`config.mk`:
```
export PLATFORM = sky130hd
export DESIGN_NAME = fetch_stage
export DESIGN_NICKNAME = d
export VERILOG_FILES = /design/src/rtl/fetch_pkg.sv /design/src/rtl/fetch_buffer.sv /design/src/rtl/fetch_stage.sv
export SDC_FILE = /design/constraint.sdc
export NUM_CORES = 1
export LEC_CHECK = 0
export CAP_MARGIN = 10
export CELL_PAD_IN_SITES_DETAIL_PLACEMENT = 2
export CELL_PAD_IN_SITES_GLOBAL_PLACEMENT = 2
export CORE_ASPECT_RATIO = 2
export CORE_MARGIN = 5
export CORE_UTILIZATION = 30
export DETAILED_ROUTE_END_ITERATION = 12
export GPL_TIMING_DRIVEN = 0
export PLACE_DENSITY_LB_ADDON = 0.1
export SLEW_MARGIN = 0
export SYNTH_ARGS = -nofsm -noshare
export SYNTH_HDL_FRONTEND = slang
export SYNTH_SLANG_ARGS = --single-unit
```
`constraint.sdc`:
```
create_clock -name clk -period 10.16 [get_ports clk]
set_input_delay 1.016 -clock clk [delete_from_list [all_inputs] [get_ports clk]]
set_output_delay 1.016 -clock clk [all_outputs]
set_load 0.03 [all_outputs]
```
`src/rtl/fetch_pkg.sv`:
```
// Shared widths, constants and the fetch-buffer entry layout for the fetch front end.
package fetch_pkg;

  localparam int XLEN    = 32;
  localparam int INSTR_W = 32;
  localparam int ENTRY_W = INSTR_W + XLEN;

  localparam logic [INSTR_W-1:0] NOP_INSTR        = 32'h0;
  localparam logic [XLEN-1:0]    DEFAULT_RESET_PC = 32'h0000_0000;

  typedef struct packed {
    logic [INSTR_W-1:0] instr;
    logic [XLEN-1:0]    pc_plus4;
  } fetch_entry_t;

endpackage

```
`src/rtl/fetch_buffer.sv`:
```
// Small in-order FIFO of fetched {instruction, PC+4} entries with a flush that
// outranks push and pop. Occupancy, not pointer equality, decides full/empty.
module fetch_buffer
  import fetch_pkg::*;
#(
  parameter  int DEPTH = 2,
  localparam int PTR_W = $clog2(DEPTH)
) (
  input  logic               clk,
  input  logic               rst,
  input  logic               push_i,
  input  logic [ENTRY_W-1:0] pushData_i,
  input  logic               pop_i,
  input  logic               flush_i,
  output logic [ENTRY_W-1:0] headData_o,
  output logic [PTR_W:0]     count_o
);

  fetch_entry_t     mem_q [DEPTH];
  logic [PTR_W-1:0] rdPtr_q, rdPtr_d;
  logic [PTR_W-1:0] wrPtr_q, wrPtr_d;
  logic [PTR_W:0]   count_q, count_d;

  always_comb begin
    rdPtr_d = rdPtr_q;
    wrPtr_d = wrPtr_q;
    count_d = count_q;
    if (flush_i) begin
      rdPtr_d = '0;
      wrPtr_d = '0;
      count_d = '0;
    end else begin
      if (push_i) wrPtr_d = wrPtr_q + PTR_W'(1);
      if (pop_i)  rdPtr_d = rdPtr_q + PTR_W'(1);
      if (push_i && !pop_i) begin
        count_d = count_q + (PTR_W+1)'(1);
      end else if (pop_i && !push_i) begin
        count_d = count_q - (PTR_W+1)'(1);
      end
    end
  end

  always_ff @(posedge clk or negedge rst) begin
    if (!rst) begin
      rdPtr_q <= '0;
      wrPtr_q <= '0;
      count_q <= '0;
    end else begin
      rdPtr_q <= rdPtr_d;
      wrPtr_q <= wrPtr_d;
      count_q <= count_d;
    end
  end

  // Storage needs no reset: an entry is only observable once count covers it.
  always_ff @(posedge clk) begin
    if (push_i && !flush_i) begin
      mem_q[wrPtr_q] <= pushData_i;
    end
  end

  assign headData_o = mem_q[rdPtr_q];
  assign count_o    = count_q;

endmodule

```
`src/rtl/fetch_stage.sv`:
```
// Instruction-fetch front end: PC register, next-PC mux, fetch buffer and the
// valid/ready handshake towards decode, with branch redirect flushing.
module fetch_stage
  import fetch_pkg::*;
#(
  parameter  logic [XLEN-1:0] RESET_PC  = DEFAULT_RESET_PC,
  parameter  int              BUF_DEPTH = 2,
  parameter  logic [XLEN-1:0] PC_STEP   = 32'd4,
  localparam int              CNT_W     = $clog2(BUF_DEPTH) + 1
) (
  input  logic             clk,
  input  logic             rst,
  input  logic             fetch_en,
  output logic [XLEN-1:0]  imem_addr,
  input  logic [INSTR_W-1:0] imem_data,
  input  logic             br_taken,
  input  logic [XLEN-1:0]  br_target,
  output logic             id_valid,
  input  logic             id_ready,
  output logic [INSTR_W-1:0] id_instr,
  output logic [XLEN-1:0]  id_pc_plus4,
  output logic [CNT_W-1:0] buf_count
);

  localparam logic [CNT_W-1:0] DEPTH_C = CNT_W'(BUF_DEPTH);

  logic [XLEN-1:0]    pc_q, pc_d;
  logic [XLEN-1:0]    pcNext;
  logic               pop;
  logic               fetch;
  fetch_entry_t       newEntry;
  fetch_entry_t       head;
  logic [ENTRY_W-1:0] headBits;

  assign pcNext   = pc_q + PC_STEP;
  assign id_valid = (buf_count != '0);
  assign pop      = id_valid & id_ready;
  // A full buffer may still accept a word when the head leaves in the same cycle.
  assign fetch    = fetch_en & ~br_taken & ((buf_count < DEPTH_C) | pop);

  assign newEntry = '{instr: imem_data, pc_plus4: pcNext};

  always_comb begin
    pc_d = pc_q;
    if (br_taken) begin
      pc_d = br_target;
    end else if (fetch) begin
      pc_d = pcNext;
    end
  end

  always_ff @(posedge clk or negedge rst) begin
    if (!rst) begin
      pc_q <= RESET_PC;
    end else begin
      pc_q <= pc_d;
    end
  end

  fetch_buffer #(
    .DEPTH (BUF_DEPTH)
  ) uBuffer (
    .clk        (clk),
    .rst        (rst),
    .push_i     (fetch),
    .pushData_i (newEntry),
    .pop_i      (pop),
    .flush_i    (br_taken),
    .headData_o (headBits),
    .count_o    (buf_count)
  );

  assign head        = headBits;
  assign imem_addr   = pc_q;
  assign id_instr    = id_valid ? head.instr : NOP_INSTR;
  assign id_pc_plus4 = id_valid ? head.pc_plus4 : '0;

endmodule

```
==> summary by stage, run 1 <==
Global route
The maximum number of pins on one net before global-route repair is 30. The via count of the first global-routing pass is 5962. The first global-routing pass estimated between 30000 and 40000 µm of wire. In the global route stage, overall resource usage came out at 0.170. The number of antenna violations at the first check in global routing came to 0. The leftover overflow at the end of global routing is 0.

CTS
The H-tree depth reported by CTS is 4. After clock tree synthesis, the clock-pin slew on the worst setup and hold paths is 70 ps. In this run, post-CTS hold repair placed 0 buffers. The tree is rooted in a sky130_fd_sc_hd__clkbuf_16.

Buffers added to address setup during post-CTS repair amount to 0. For the worst-skew pair, the clock arrives at the later sink with an insertion delay of between 400 and 500 ps. For this design, the sink count on the clock tree is around 160. The total clock buffers created by CTS is 17. The post-cts repair resize count is 0. The deepest clock path buffer count is 2. TritonCTS built the clock tree.

Cells and area
The final-layout fill cell count is 2469. Once layout is complete, the cells apart from fillers number 1062. 0 antenna diodes ended up in the layout. Relative to the synthesized area, the layout overhead comes to 38.4%. Leaving out fill and tap cells, the most frequent cell in the layout is sky130_fd_sc_hd__clkdlybuf4s50_1. In the final layout, the share of cells above drive strength 1 is 0.0981. In the layout the commonest cells are sky130_fd_sc_hd__clkdlybuf4s50_1, sky130_fd_sc_hd__edfxtp_1, sky130_fd_sc_hd__nor2_1, sky130_fd_sc_hd__mux2i_1, sky130_fd_sc_hd__nand2_1. The final layout contains 832 nets.

Once layout is complete, the utilization of the core stands at 0.422.

Synthesis
The average footprint of a synthesized cell is approximately 13 µm². The XOR/XNOR share of the synthesized area is 0.0696. Of the total synthesized cell area, the portion taken by AND, OR, NAND and NOR gates is 0.128. Counting distinct cell types in the post-synthesis netlist gives 39. The area share of the leading cell type in the synthesized netlist is 0.526. After synthesis the cells add up to 7300 µm².

The biggest area contributor in the post-synthesis netlist is sky130_fd_sc_hd__edfxtp_1. In this run, synthesis produced a sequential element count of ~160. The complex-gate fraction of the synthesized area came to 0.0295. The Yosys step of the flow raised 0 warnings. The fraction of the yosys area taken by sequential cells is 0.650. By area the synthesized netlist is led by sky130_fd_sc_hd__edfxtp_1, sky130_fd_sc_hd__dfrtp_1, sky130_fd_sc_hd__mux2i_1, sky130_fd_sc_hd__nor2_1, sky130_fd_sc_hd__xnor2_1.

By area, the combinational part of the netlist is dominated by simple AND/OR/NAND/NOR gates. Of the total synthesized cell area, the portion taken by full adders, half adders and majority gates is 0.00171. The synthesized net count is between 600 and 700. After synthesis, the share of cell area in mux cells is 0.0922. Synthesis produced 562 cells.

Pwr
The analysis attributes to cell leakage a power of 3.50 nW. The maximum vdd drop is ~0.11 mV. Power spread over the standard cell area amounts to 179 nW/µm². The total chip power is 1.81 mW.

Critical path
The type of destination of the critical path is an output port. In this design, the largest share of critical-path delay is due to buffers and inverters. Counting cells, the worst reg-to-reg path comes to 8. The critical path runs through a total of 5 cells. The most critical setup path has its endpoint at id_pc_plus4[4]. The endpoint arrival time on the critical path is 3240 ps. The cell at the slowest stage of the critical path is sky130_fd_sc_hd__buf_1.

The maximum net fanout on the critical path is 10. The timing startpoint of the critical path is uBuffer.rdPtr_q. The reg-to-reg critical path endpoint is uBuffer.mem_q[1][12]. The largest single stage delay on the critical path is around 700 ps.

STA classifies the critical path startpoint as a flop. The signal on the critical path passes through clkbuf_1 > buf_1 > mux2i_1 > nor2_1 > clkdlybuf4s50_1. The launch instance of the worst register-to-register path is uBuffer.count_o[1]. The critical path is of the reg2out type. The setup check on the worst reg-to-reg path leaves a slack of 7280 ps. The count of buffer and inverter cells on the critical path is 3. The required time at the worst-slack endpoint is roughly 9100 ps.

Outcome
The run finished with clean final reports.

Die
The floorplan die width is ~120 µm. The number of rows created at floorplan is 80. The core footprint is roughly 24000 µm².

The initial utilization of the core area, before any placement, comes to 0.305. The top-level I/O count is around 170. The height of the die is 231 µm.

The area of the die is about 28000 µm².

Routing
The routed design has about 23000 µm of wire. The DRC violation count after routing is 0. The pre-antenna-repair detailed-routing pass consisted of 4 iterations. The post-route antenna net violation count is 0. The DRC violation total after the first TritonRoute iteration is roughly 200. After detailed routing, the number of vias per cell comes to around 4.8. The total number of vias is 5096. The wire length per cell is approximately 21 µm.

Placement
Buffers placed on the I/O ports in this run total 166. The congestion estimate from routability-driven global placement came to about 0.7. The number of cells in the design after placement is around 1k.

The half-perimeter wire length after placement is approximately 17000 µm. Prior to clock tree synthesis, the placed netlist has a worst setup slack of 6150 ps.

Timing
The final worst-path cycle share is 0.419. The headroom to the max-slew limit is 0.308. Setup repair after global routing left no endpoint under its margin. The final-report max-slew violation count is 0.

The maximum clock frequency is between 0.2 and 0.25 GHz. For the finished layout, the period the worst path requires is approximately 4300 ps. Setup violations remaining at the end of the flow were counted as 0. At the pin with the least slew margin, the transition time is about 1000 ps. The final clock skew is 9.42 ps. The number of hold violations in the final report is 0.

The final worst setup slack is between 5000 and 6000 ps.

Flow run
The tool flagged a number of max-cap violations equal to 0.

Worst hold path
In this run the worst hold path is classified as in2async.
worst reg2reg max path: stages (launching register included):
cell                      delay [ps]
sky130_fd_sc_hd__dfrtp_1         470
sky130_fd_sc_hd__inv_1           120
sky130_fd_sc_hd__o21ai_1         210
sky130_fd_sc_hd__buf_4           260
sky130_fd_sc_hd__nor3b_2         690
sky130_fd_sc_hd__buf_6           250
sky130_fd_sc_hd__buf_6           160
sky130_fd_sc_hd__buf_4           240
sky130_fd_sc_hd__buf_6           190
Yosys cell counts, drive strengths merged:
master	count
a2111o	1
a211o	1
a21oi	2
a221oi	1
a22oi	1
and2	1
and3	4
buf	21
clkbuf	17
dfrtp	36
edfxtp	128
ha	1
inv	8
mux2	2
mux2i	65
nand2	49
nand2b	1
nand3	7
nand4	16
nor2	83
nor3	14
nor3b	1
nor4	8
o211a	1
o21ai	30
o22a	1
or3	3
or4	1
xnor2	30
xor2	28
worst min path at each step:
stage                     depth (start not counted)             endpoint    startpoint
after floorplan                                   0  uBuffer.mem_q[0][0]  imem_addr[0]
after global placement                            0  uBuffer.mem_q[0][0]  imem_addr[0]
after global routing                              1        imem_addr[14]           rst
after CTS                                         1        imem_addr[16]           rst
final                                             1        imem_addr[16]           rst
after detailed placement                          0  uBuffer.mem_q[0][1]  imem_addr[1]
layer usage:
metal,up-vias,part of all wire,global-route usage
met5,-,0,0
met3,16,0.037,0.0431
met2,115,0.58,0.333
met1,2574,0.36,0.173
met4,0,0.014,0.0500
li1,2391,-,-
sequential cells by signal (all words and copies together), names as in the netlist:
| name | cells |
|---|---|
| uBuffer.mem_q | 128 |
| imem_addr | 32 |
| uBuffer.count_o | 2 |
| uBuffer.rdPtr_q | 1 |
| uBuffer.wrPtr_q | 1 |
cells by family (layout without fill, tap and decap cells):
family,Yosys count,after routing
AND/OR/NAND/NOR,188,188
flip-flops,164,164
multiplexers,67,67
XOR/XNOR,58,58
buffers and inverters,46,259
AO/OA/AOI/OAI,38,38
adder cells (fa/ha/maj),1,1
area by class of cell:
class                           instances  area [µm²]  area share
Buffer                                 38         181      0.0180
Clock buffer                           22         454      0.0449
Clock inverter                         10         155      0.0154
Inverter                                8        30.0     0.00297
Multi-Input combinational cell        352        2350       0.233
Sequential cell                       164        4740       0.469
Tap cell                              287         359      0.0355
Timing Repair Buffer                  181        1830       0.181
through the flow:
step	TNS [ps]	hold WS [ps]	area (µm²)
after global placement	-24850	479	9320
after floorplan	0	461	7300
after detailed placement	0	489	9500
after global routing	0	415	10100
after CTS	0	404	10100
final	0	427	10100
power breakdown:
group	total, mW	switching (mW)	internal, mW
combinational	0.335	0.197	0.137
sequential	0.795	0.0260	0.769
clock	0.683	0.267	0.416
Note: power is estimated with default switching activity, not from simulation.
==> inputs of run 2 (changes only) <==
clock period = 3.6 ns   (was 10.16 ns; I/O delays follow)
==> run 2 against run 1 <==
Effect of this change:
- final area rose by 1.4%
- via count fell by 0.96%
- register-to-register slack got worse by 6100 ps
- routed wire length fell by 3.8%
- hold slack got worse by 100 ps
- setup slack got worse by 5700 ps
==> summary by stage, run 2 (synthesized netlist as in run 1, its figures left out) <==
CTS
The clock edge transition at the registers on the reported setup and hold paths is 60 ps (was 70 ps). The deepest clock path buffer count is 2 (unchanged). The post-CTS setup repair buffer count is 0 (unchanged). The TritonCTS clock tree is yes (unchanged).

The source-to-sink clock delay at the later pin of the worst-skew pair is 430 ps (was 450 ps). The CTS sink count came to 164 (unchanged). The total clock buffers created by CTS is 17 (unchanged). The clock root buffer was sky130_fd_sc_hd__clkbuf_16 (unchanged). The H-tree depth reported by CTS came to 4 (unchanged).

Global route
The leftover overflow at the end of global routing was 0 (unchanged). The via count of the first global-routing pass is 5895 (was 5962). The maximum number of pins on one net before global-route repair was 30 (unchanged).

The global-route wire length before repair is 33800 µm (was 35200 µm). The all-layer global routing usage was 0.162 (was 0.170). The number of antenna violations at the first check in global routing is 0 (unchanged).

Die
The area of the die came to 27700 µm² (unchanged). The initial core utilization is 0.305 (unchanged). The height of the die is 231 µm (unchanged). The top-level I/O count is 168 (unchanged). The floorplan die width was 120 µm (unchanged). The core footprint is 23900 µm² (unchanged). The number of rows created at floorplan came to 80 (unchanged).

Timing
The final worst-path cycle share is 0.940. The headroom to the max-slew limit is 0.402 (was 0.308). The final setup violation count is 0 (unchanged). The setup TNS is 0 ps (unchanged). For the finished layout, the period the worst path requires is roughly 3400 ps. The worst-margin pin slew was 898 ps (was 1030 ps). The final-report max-slew violation count was 0 (unchanged). RSZ-0062 raised after global routing: no (unchanged). The post-route worst hold slack is 324 ps (was 427 ps).

The final worst setup slack is 215 ps (was 5900 ps). The final clock skew is 7.37 ps (was 9.42 ps). Based on the critical path, the design can be clocked at up to about 0.3 GHz. The number of hold violations in the final report was 0 (unchanged).

Critical path
Cell chain of the critical path: clkdlybuf4s15_1 > mux2i_1 > nor2_1 > clkdlybuf4s50_1 (was clkbuf_1 > buf_1 > mux2i_1 > nor2_1 > clkdlybuf4s50_1). The critical path startpoint category was a flop (unchanged). The type of destination of the critical path is an output port (unchanged).

The delay contributed by the slowest stage of the critical path came to 760 ps (was 710 ps). The required time at the worst-slack endpoint is 3240 ps (was 9140 ps). The kind of cell adding the most delay to the critical path is buffers and inverters (unchanged).

The maximum net fanout on the critical path is 11 (was 10). The count of buffer and inverter cells on the critical path is 2 (was 3). The type of the worst setup path is reg2out (unchanged). The endpoint arrival time on the critical path was 3030 ps (was 3240 ps). The cell at the slowest stage of the critical path is sky130_fd_sc_hd__dfrtp_1 (was sky130_fd_sc_hd__buf_1).

Pwr
The proportion of total power due to net switching is 0.259 (was 0.271). The relative contribution of the clock network to total power is 0.404 (was 0.377). The cell internal power dissipation came to 3.97 mW (was 1.32 mW). The sequential power share is 0.419 (was 0.438). The net load switching power came to 1.39 mW (was 0.490 mW). The total chip power came to 5.36 mW (was 1.81 mW). The power per unit of standard cell area is 523 nW/µm² (was 179 nW/µm²). The maximum vdd drop is 0.245 mV (was 0.105 mV). The part of the power in combinational logic was 0.176 (was 0.185). The reported leakage power is 3.56 nW (was 3.50 nW).

Cells and area
The core utilization of the finished layout is 0.429 (was 0.422). The flip-flop count of the largest register after layout is 128 (unchanged). The most common cell after layout, fill and taps aside is sky130_fd_sc_hd__clkdlybuf4s50_1 (unchanged).

The area added between synthesis and finish is 40.4% (was 38.4%). The most flop-heavy register was uBuffer.mem_q (unchanged). The number of nets in the layout is 826 (was 832). The count of inserted antenna diode cells was 0 (unchanged). The share of post-route cells with drive strength above 1 is 0.0988 (was 0.0981). Most frequent cells in the layout: sky130_fd_sc_hd__clkdlybuf4s50_1, sky130_fd_sc_hd__edfxtp_1, sky130_fd_sc_hd__nor2_1, sky130_fd_sc_hd__mux2i_1, sky130_fd_sc_hd__nand2_1 (unchanged). The final-layout fill cell count came to 2449 (was 2469).

Outcome
Outcome: complete, no violations (unchanged).

Placement
The number of buffers inserted by port buffering was 166 (unchanged). The placement-stage worst setup slack is 361 ps (was 6150 ps). The half-perimeter wire length after placement is 16600 µm (was 17200 µm). The routability congestion estimate is 0.709 (was 0.712).

Routing
The post-detailed-route via-to-cell ratio came to 4.78 (was 4.80). The post-detailed-routing wire length is 21800 µm (was 22700 µm). The wire length per cell is 20.7 µm (was 21.4 µm). The post-route antenna net violation count is 0 (unchanged). The DRC violation count after routing is 0 (unchanged). The detailed-routing iteration count for the pre-antenna-repair pass is 4 (unchanged). The DRC violation total after the first TritonRoute iteration is 153 (was 204).

The total number of vias was 5047 (was 5096).

Worst hold path
The path category of the worst min-delay check is in2async (unchanged).

Flow run
The max-capacitance violation count is 0 (unchanged).
-- run 2: worst register-to-register path, stage by stage, from the launching register on --
cell and delay, ps:
sky130_fd_sc_hd__dfrtp_1 460, sky130_fd_sc_hd__inv_1 140, sky130_fd_sc_hd__o21ai_2 260, sky130_fd_sc_hd__nor3b_4 820, sky130_fd_sc_hd__buf_8 260, sky130_fd_sc_hd__buf_8 170
-- run 2: final cells by class --
cell class	instances	area [µm²]	area share
Sequential cell	164	4740	0.463
Multi-Input combinational cell	352	2370	0.231
Tap cell	287	359	0.0350
Buffer	37	185	0.0181
Inverter	8	30.0	0.00293
Clock inverter	13	253	0.0247
Timing Repair Buffer	176	1860	0.181
Clock buffer	19	453	0.0442
-- run 2: routing by layer --
| layer | vias to the layer above | routed length, µm | global-route usage |
|---|---|---|---|
| li1 | 2378 | - | - |
| met1 | 2540 | 8110 | 0.165 |
| met2 | 113 | 12700 | 0.322 |
| met3 | 16 | 745 | 0.0370 |
| met4 | 0 | 315 | 0.0468 |
| met5 | - | 0 | 0 |
-- run 2: power by group through the flow --
stage	sequential [mW]	combinational, mW	clock (mW)
final	2.25	0.945	2.17
after global routing	2.26	1.01	2.31
after CTS	2.25	0.969	2.23
after detailed placement	2.28	0.968	0
after global placement	2.28	0.918	0
after floorplan	2.33	0.452	0
-- run 2: what timing repair did --
item | CTS | global route
endpoints found under the hold margin | 7 | 0
gates resized for setup | 1 | 3
hold buffers | 1 | 0
setup endpoints to repair | 7 | 2
-- run 2: final timing paths --
kind	from	endpoint	slack, ps	cells after the start
setup / recovery	uBuffer.rdPtr_q	id_pc_plus4[4]	210	4
hold / removal	rst	imem_addr[14]	320	2
setup reg to reg	uBuffer.count_o[1]	uBuffer.mem_q[1][43]	1190	5
hold reg to reg	imem_addr[0]	uBuffer.mem_q[1][0]	500	0
max in group asynchronous	rst	imem_addr[8]	2800	3
min in group clk	br_target[15]	imem_addr[15]	470	3
-- run 2: per-stage QoR --
stage,instances,instance area (µm²)
2_1_floorplan,562,7320
3_3_place_gp,1015,9340
3_5_place_dp,1024,9530
4_1_cts,1056,10300
5_1_grt,1056,10300
6_report,1056,10300
